$ cat src/rtl/epb_ctrl_pkg.sv
// epb_ctrl_pkg: FSM state encodings and shared constants for the EPB slave controller.
package epb_ctrl_pkg;
   localparam logic [2:0] ST_IDLE = 3'd0;
   localparam logic [2:0] ST_REQ  = 3'd1;
   localparam logic [2:0] ST_WAIT = 3'd2;
   localparam logic [2:0] ST_RDY  = 3'd3;
   localparam logic [2:0] ST_HOLD = 3'd4;
   localparam logic [15:0] EPB_DEAD_WORD = 16'hDEAD;
   localparam int EPB_SYNC_STAGES = 2;
endpackage

$ cat src/rtl/epb_sync_ff.sv
// epb_sync_ff: multi-flop synchroniser for asynchronous EPB strobes, resets to 1 (strobe inactive).
module epb_sync_ff
   import epb_ctrl_pkg::*;
#(
   parameter int STAGES = EPB_SYNC_STAGES
) (
   input  logic clk,
   input  logic rst,
   input  logic d,
   output logic q
);
   logic [STAGES-1:0] sr;
   always_ff @(posedge clk)
      if (rst) sr <= '1;
      else sr <= {sr[STAGES-2:0], d};
   assign q = sr[STAGES-1];
endmodule

$ cat src/rtl/epb_slave_ctrl.sv
// epb_slave_ctrl: EPB slave sequencer bridging pad-buffer strobes to a req/ack register bus.
// Optional ack-wait timeout is built only when EPB_TIMEOUT_EN is defined.
module epb_slave_ctrl
   import epb_ctrl_pkg::*;
#(
   parameter int ADDR_W  = 23,
   parameter int GP_W    = 6,
   parameter int DATA_W  = 16,
   parameter int TIMEOUT = 1024
) (
   input  logic                   epb_clk,
   input  logic                   epb_rst,
   input  logic                   epb_cs_n,
   input  logic                   epb_oe_n,
   input  logic                   epb_r_w_n,
   input  logic [1:0]             epb_be_n,
   input  logic [ADDR_W-1:0]      epb_addr,
   input  logic [GP_W-1:0]        epb_addr_gp,
   input  logic [DATA_W-1:0]      epb_data_in_i,
   output logic [DATA_W-1:0]      epb_data_out_o,
   output logic                   epb_data_oe_n_o,
   output logic                   epb_rdy,
   output logic                   epb_rdy_oe,
   output logic                   bus_req_o,
   output logic                   bus_we_o,
   output logic [GP_W+ADDR_W-1:0] bus_addr_o,
   output logic [1:0]             bus_be_o,
   output logic [DATA_W-1:0]      bus_wdata_o,
   input  logic [DATA_W-1:0]      bus_rdata_i,
   input  logic                   bus_ack_i,
   output logic                   bus_timeout_o
);
   logic cs_s, oe_s, rw_s;
   logic [2:0] state, nxt;
   logic abort_q, aborted, tmo, done;

   epb_sync_ff u_cs (.clk(epb_clk), .rst(epb_rst), .d(epb_cs_n),  .q(cs_s));
   epb_sync_ff u_oe (.clk(epb_clk), .rst(epb_rst), .d(epb_oe_n),  .q(oe_s));
   epb_sync_ff u_rw (.clk(epb_clk), .rst(epb_rst), .d(epb_r_w_n), .q(rw_s));

`ifdef EPB_TIMEOUT_EN
   localparam int CW = $clog2(TIMEOUT + 1);
   logic [CW-1:0] cnt;
   always_ff @(posedge epb_clk)
      cnt <= (epb_rst || state != ST_WAIT) ? '0 : cnt + 1'b1;
   // a same-cycle ack wins over the timeout
   assign tmo = state == ST_WAIT && !bus_ack_i && cnt == CW'(TIMEOUT - 1);
`else
   logic unused_timeout;
   assign unused_timeout = TIMEOUT != 0;
   assign tmo = 1'b0;
`endif

   // an abort is remembered until the pending ack wait drains back to IDLE
   assign aborted = abort_q | (cs_s & (state == ST_REQ || state == ST_WAIT));
   assign done    = bus_ack_i | tmo;

   always_ff @(posedge epb_clk)
      if (epb_rst) state <= ST_IDLE;
      else state <= nxt;

   always_comb begin
      nxt = state;
      case (state)
         ST_IDLE: nxt = cs_s ? ST_IDLE : ST_REQ;
         ST_REQ:  nxt = ST_WAIT;
         ST_WAIT: nxt = !done ? ST_WAIT : aborted ? ST_IDLE : ST_RDY;
         ST_RDY:  nxt = ST_HOLD;
         ST_HOLD: nxt = cs_s ? ST_IDLE : ST_HOLD;
         default: nxt = ST_IDLE;
      endcase
   end

   always_comb begin
      bus_req_o       = state == ST_REQ;
      epb_rdy         = state == ST_RDY || state == ST_HOLD;
      epb_rdy_oe      = state != ST_IDLE && !aborted;
      epb_data_oe_n_o = !(epb_rdy && !bus_we_o && !oe_s);
      bus_timeout_o   = tmo;
   end

   always_ff @(posedge epb_clk)
      if (epb_rst) begin
         bus_addr_o     <= '0;
         bus_be_o       <= '0;
         bus_wdata_o    <= '0;
         bus_we_o       <= 1'b0;
         epb_data_out_o <= '0;
         abort_q        <= 1'b0;
      end else begin
         if (state == ST_IDLE && !cs_s) begin
            bus_addr_o  <= {epb_addr_gp, epb_addr};
            bus_be_o    <= ~epb_be_n;
            bus_wdata_o <= epb_data_in_i;
            bus_we_o    <= ~rw_s;
         end
         abort_q <= state == ST_IDLE ? 1'b0 : aborted;
         if (state == ST_WAIT && bus_ack_i) epb_data_out_o <= bus_rdata_i;
         else if (tmo) epb_data_out_o <= DATA_W'(EPB_DEAD_WORD);
      end
endmodule
$ cat config.mk
export PLATFORM = sky130hd
export DESIGN_NAME = epb_slave_ctrl
export DESIGN_NICKNAME = d
export VERILOG_FILES = /design/src/rtl/epb_ctrl_pkg.sv /design/src/rtl/epb_sync_ff.sv /design/src/rtl/epb_slave_ctrl.sv
export SDC_FILE = /design/constraint.sdc
export NUM_CORES = 1
export LEC_CHECK = 0
export ABC_AREA = 1
export CAP_MARGIN = 15
export CORE_ASPECT_RATIO = 1.75
export CORE_MARGIN = 2
export CORE_UTILIZATION = 39
export DETAILED_ROUTE_END_ITERATION = 10
export PLACE_DENSITY = 0.87
export RECOVER_POWER = 50
export SYNTH_ARGS = -nofsm -noshare
export SYNTH_HDL_FRONTEND = slang
export SYNTH_SLANG_ARGS = --single-unit
$ cat constraint.sdc
create_clock -name epb_clk -period 1.5 [get_ports epb_clk]
set_input_delay 0.15 -clock epb_clk [delete_from_list [all_inputs] [get_ports epb_clk]]
set_output_delay 0.15 -clock epb_clk [all_outputs]
set_load 0.01 [all_outputs]
==> results of run 1 <==
cell type report:
cell class	instances	share of cell area, %
Clock inverter	7	1.21
Clock buffer	9	4.95
Sequential cell	74	32.8
Timing Repair Buffer	157	33.9
Multi-Input combinational cell	224	23.9
Inverter	9	0.908
Tap cell	84	2.31
kinds of logic (layout without fill, tap and decap cells):
kind of cell	after synthesis	after routing
flops	74	74
simple gates	154	154
other cells	1	1
buf+inv	33	182
compound gates	69	69
cells in the final DEF (no fill, tap or decap):
cell             count
a21oi_1             49
a21oi_2              3
buf_12               2
buf_2                3
buf_4               16
buf_6                1
clkbuf_16           10
clkbuf_2             2
clkdlybuf4s50_1    128
clkinv_2             1
clkinv_4             3
clkinvlp_4           2
conb_1               1
dfxtp_1             71
dfxtp_2              1
dfxtp_4              2
dlygate4sd2_1        1
dlygate4sd3_1        3
inv_1                4
inv_2                3
inv_4                1
inv_6                2
nand2_1             54
nand2_4              3
nand3_1             45
nand3_2              3
nand3_4              1
nor2_1              36
nor2_2               1
nor2_4               1
nor3_1               1
o21ai_0             11
o21ai_1              5
o21ai_2              1
or2_1                1
or2_2                8
stage by stage:
| step | std cells | instance area (um2) | setup WS, ns | power (uW) | hold WS [ns] |
|---|---|---|---|---|---|
| 5_1_grt | 564 | 4550 | -0.0881 | 4830 | 0.268 |
| 2_1_floorplan | 331 | 2680 | 0.288 | 2350 | 0.254 |
| 6_report | 564 | 4550 | -0.00765 | 4670 | 0.241 |
| 3_3_place_gp | 542 | 4130 | -0.0483 | 2690 | 0.392 |
| 3_5_place_dp | 542 | 4130 | -0.102 | 2700 | 0.394 |
| 4_1_cts | 558 | 4410 | -0.181 | 4670 | 0.226 |
repair_timing:
item	CTS	global route
gates resized for setup	12	29
setup endpoints to repair	43	49
pin swaps	0	7
gates cloned	0	1
buffers inserted	0	5
power groups by stage:
stage,Clock [uW],Combinational (uW),Sequential [uW]
finish,1960,638,2070
CTS,2010,594,2070
global route,2070,685,2080
floorplan,0,213,2140
global placement,0,579,2110
detailed placement,0,591,2110
metal layers:
layer | track usage, % | up-vias
met5 | 0 | -
met4 | 15.9 | 0
met2 | 36.7 | 104
met1 | 22.1 | 1253
met3 | 2.37 | 26
li1 | - | 1378
critical path, delay by kind of cell, from the launching register on:
family	cells	cell delay (ns)
AO/OA/AOI/OAI	1	0.15
buffers and inverters	3	0.25
flip-flops	1	0.38
AND/OR/NAND/NOR	3	0.24
sequential cells by signal, indices dropped and copies added, names as in the netlist:
signal and flops:
state 3, bus_addr_o 29, bus_we_o 1, u_cs.sr 2
epb_data_out_o 16, bus_be_o 2, bus_wdata_o 16, abort_q 1
u_rw.sr 2, u_oe.sr 2
worst paths after layout:
path	start	end	slack [ns]	cells after the start
worst max register to register	state[1]$_SDFF_PP0_	bus_addr_o[8]$_SDFFE_PP0N_	0.05	8
worst max-delay path	state[1]$_SDFF_PP0_	epb_rdy_oe	-0.008	7
worst min register to register	u_rw.sr[0]$_SDFF_PP1_	u_rw.sr[1]$_SDFF_PP1_	0.41	1
worst min-delay path	epb_rst	bus_addr_o[3]$_SDFFE_PP0N_	0.24	2
==> flow_metrics.tcl, run 1 <==
set metrics [dict create \
    antenna_left 0 \
    start_util_pct 39.7 \
    arrival_ns 1.36 \
    placementRows 40 \
    hold_viol 0 \
    synthXorXnorAreaFrac_pct 0 \
    core_area_um2 6760 \
    internal_power_uw 3530 \
    yosysTopAreaCellShare_pct 55.2 \
    fin_crit_ns 1.51 \
    fin_skew_ns 0.00737 \
    synth_compound_area_share_pct 12.9 \
    pwr-share-seq_pct 44.3 \
    hp-class "in2reg" \
    holdBufCountCts 0 \
    cp_cell_sequence "inv_6 > nand3_4 > nand2_4 > a21oi_2 > inv_1 > nor2_1 > buf_2" \
    swShare_pct 24.5 \
    cts_max_level 3 \
    synth_common_cells "dfxtp_1 (74), nand2_1 (55), a21oi_1 (52), nand3_1 (48), nor2_1 (37)" \
    die_area_um2 7580 \
    critical_path_class "reg2out" \
    clk_pin_slew_worst_paths_ns 0.06 \
    gp_congestion 0.764 \
    utilization_pct 67.3 \
    cp_data_required_time_ns 1.35 \
    cts_buffer_depth 2 \
    antennaDiodeCount 0 \
    drc 0 \
    synthSimpleGateAreaFrac_pct 25.4 \
    ioPinCount 138 \
    area_delta_synth_final_pct 69.4 \
    route.met2.wl_um 4490 \
    initialDrtViolationCount 155 \
    grt-ovfl-total 0 \
    end_kind "output port" \
    dr_wl_met3_um 344 \
    vias 2761 \
    pwr-share-clk_pct 42.0 \
    synth_area_per_cell_um2 8.10 \
    synth_seq_cells 74 \
    ys_top_cells_by_area "dfxtp_1 (55%), a21oi_1 (9.7%), nand3_1 (9.0%)" \
    wire_per_inst_um 14.5 \
    crit_slowest_cell "dfxtp_4" \
    grt_pass1_vias 2602 \
    via_per_inst 4.90 \
    setup_violations 1 \
    cts_tree "yes" \
    io_buffers 136 \
    layout-drive-gt1-share_pct 14.6 \
    die_h_um 114 \
    p_per_area_nw_per_um2 1030 \
    grt_pass1_wl_um 12000 \
    synth_area_um2 2680 \
    ys_seq_area_share_pct 55.2 \
    cts_sinks 74 \
    syn-instance-count 331 \
    grt_max_degree 47 \
    yosysMostFrequentCell "dfxtp_1" \
    dr.max_layer_used "met4" \
    grt_util_all_layers_pct 21.0 \
    multiInputGateArea_um2 1090 \
    drv_slew 0 \
    antenna_found_initial 0 \
    dr.pass1.iters 4 \
    ff_latch_area_um2 1490 \
    tns_ns -0.00765 \
    die-width_um 66.7 \
    dp_hpwl_um 5560 \
    synth-edff-count 0 \
    synth_top_family_by_area "simple AND/OR/NAND/NOR gates" \
    violations "negative setup slack" \
    ir_worst_vdd_v 0.000654 \
    path_max_fanout 3 \
    post_synth_fa_ha_maj_area_fraction_pct 0 \
    p_comb_share_pct 13.7 \
    yosys.area.top_type "dfxtp_1" \
    insertion_delay_ns 0.33 \
    cap_violations 0 \
    wl_met1_um 2990 \
    yosys_warnings 0 \
    leakage_uw 0.00166 \
    synth_fp_nets 400 \
    fmax_mhz 663 \
    routed_wl_um 8190 \
    worst_slack_ns -0.00765 \
    synth_ff_type "dfxtp_1" \
    max_stage_delay_ns 0.38 \
    start_kind "flip-flop" \
    cts_buffers 9 \
    switchingPower_uw 1140 \
    synth_cell_types 21 \
    cts-root-buf "clkbuf_16" \
    min_period_over_period_pct 101 \
    status "finished, violations left" \
    fill_cells 555 \
    rsz0062_at_grt "true" \
    async_flop_share_pct 0 \
    synthMuxAreaShare_pct 0 \
    layout.nets 544 \
]
(Power assumes the default switching activity.)
==> inputs of run 2 (changes only) <==
- CORE_UTILIZATION: 39 -> 41
- CTS_BUF_LIST: unset -> sky130_fd_sc_hd__clkbuf_4 sky130_fd_sc_hd__clkbuf_8
- PLACE_DENSITY: 0.87 -> 0.9
==> flow_metrics.tcl, run 2 (synthesized netlist as in run 1, its figures left out) <==
set metrics [dict create \
    cts_buffers 9 \
    cts_sinks 74 \
    die_area_um2 7230 \
    max_stage_delay_ns 0.36 \
    gp_congestion 0.850 \
    cts_max_level 3 \
    internal_power_uw 3070 \
    fill_cells 520 \
    leakage_uw 0.00164 \
    core_area_um2 6440 \
    cts-root-buf "clkbuf_8" \
    cap_violations 0 \
    pre_cts_ws_ns -0.0866 \
    stdcell_count 566 \
    pwr-share-seq_pct 51.1 \
    placed_area_um2 4160 \
    hold_ws_ns 0.122 \
    cts_tree "yes" \
    via_per_inst 4.96 \
    die_h_um 111 \
    insertion_delay_ns 0.35 \
    start_util_pct 41.6 \
    min_period_over_period_pct 104 \
    die-width_um 65.1 \
    violations "negative setup slack" \
    setup_violations 3 \
    cp_cell_sequence "inv_2 > nand2_2 > o21ai_1 > buf_4 > buf_12 > buf_6" \
    grt_pass1_vias 2803 \
    grt_max_degree 28 \
    layout.nets 549 \
    grt-ovfl-total 0 \
    rsz0062_at_grt "true" \
    wire_per_inst_um 14.2 \
    final_area_um2 4450 \
    met1_usage_pct 22.5 \
    ir_worst_vdd_v 0.000760 \
    grt_pass1_wl_um 12700 \
    dr.pass1.iters 4 \
    end_kind "output port" \
    p_comb_share_pct 15.0 \
    status "finished, violations left" \
    area_delta_synth_final_pct 65.7 \
    grt_util_all_layers_pct 22.8 \
    worst_slack_ns -0.0600 \
    place_inst 544 \
    antennaDiodeCount 0 \
    ioPinCount 138 \
    fin_skew_ns 0.00701 \
    final_cell_mix "clkdlybuf4s50_1 (128), dfxtp_1 (71), nand2_1 (53)" \
    dp_hpwl_um 5670 \
    arrival_ns 1.41 \
    hold_viol 0 \
    antenna_found_initial 0 \
    switchingPower_uw 972 \
    drv_slew 0 \
    start_kind "flip-flop" \
    fmax_mhz 641 \
    largest_register_ffs 29 \
    clk_pin_slew_worst_paths_ns 0.07 \
    critical_path_class "reg2out" \
    io_buffers 136 \
    drc 0 \
    cp_data_required_time_ns 1.35 \
    top_register "bus_addr_o" \
    pwr-share-clk_pct 33.9 \
    placementRows 39 \
    layout.cells.most_common "clkdlybuf4s50_1" \
    layout-drive-gt1-share_pct 14.9 \
    path_max_fanout 3 \
    hp-class "in2reg" \
    cts_buffer_depth 2 \
    antenna_left 0 \
    fin_crit_ns 1.56 \
    top_usage_layer "met2" \
    vias 2807 \
    routed_wl_um 8050 \
    reg_top3 "bus_addr_o: 29 flops, bus_wdata_o: 16 flops, epb_data_out_o: 16 flops" \
    utilization_pct 69.0 \
    grt_util_met2_pct 40.7 \
    met3_usage_pct 5.08 \
    crit_slowest_cell "dfxtp_2" \
    p_per_area_nw_per_um2 910 \
    initialDrtViolationCount 163 \
    swShare_pct 24.0 \
]
[run 2: worst paths after layout]
path	startpoint	to	slack (ns)	depth (start not counted)
setup reg to reg	state[1]$_SDFF_PP0_	epb_data_out_o[15]$_SDFFE_PP0P_	0.06	8
hold reg to reg	u_oe.sr[0]$_SDFF_PP1_	u_oe.sr[1]$_SDFF_PP1_	0.41	1
setup / recovery	state[0]$_SDFF_PP0_	epb_rdy	-0.06	6
hold / removal	epb_rst	state[0]$_SDFF_PP0_	0.12	2
[run 2: power by group through the flow]
stage | Combinational, uW | Sequential [uW] | Clock, uW
after floorplan | 213 | 2140 | 0
after global placement | 581 | 2110 | 0
after detailed placement | 595 | 2110 | 0
after CTS | 603 | 2070 | 1410
after global routing | 655 | 2070 | 1490
final | 606 | 2070 | 1370
[run 2: metrics by stage]
step | TNS, ns | power, uW
after floorplan | 0 | 2350
after global placement | -0.0623 | 2690
after detailed placement | -0.248 | 2710
after CTS | -0.0731 | 4080
after global routing | -0.332 | 4220
final | -0.166 | 4050
[run 2: per-layer routing]
metal / routed length (um) / share of wire, %
met5: 0 / 0
met1: 2920 / 36
met4: 386 / 4.8
met3: 509 / 6.3
met2: 4240 / 53
[run 2: worst max-delay path: cells and delay by family, from the launching register on]
| family | cells | cell delay, ns |
|---|---|---|
| AOI/OAI and AO/OA | 1 | 0.17 |
| DFF | 1 | 0.36 |
| and+or+nand+nor | 1 | 0.10 |
| buffers and inverters | 4 | 0.45 |
[run 2: final cells by class]
type	count	area, um2	area share [%]
clock buffers	12	159	3.57
clock inverters	3	15.0	0.338
inverters	9	38.8	0.873
multi-input cells	224	1070	24.0
flip-flops and latches	74	1490	33.5
well taps	82	103	2.31
repair buffers	162	1570	35.4
[run 2: what timing repair did]
item	in CTS	in global routing
resized for setup	29	8
endpoints found under the setup margin	4	33
setup buffers	7	0
hold buffers	0	0
pin swaps	4	5
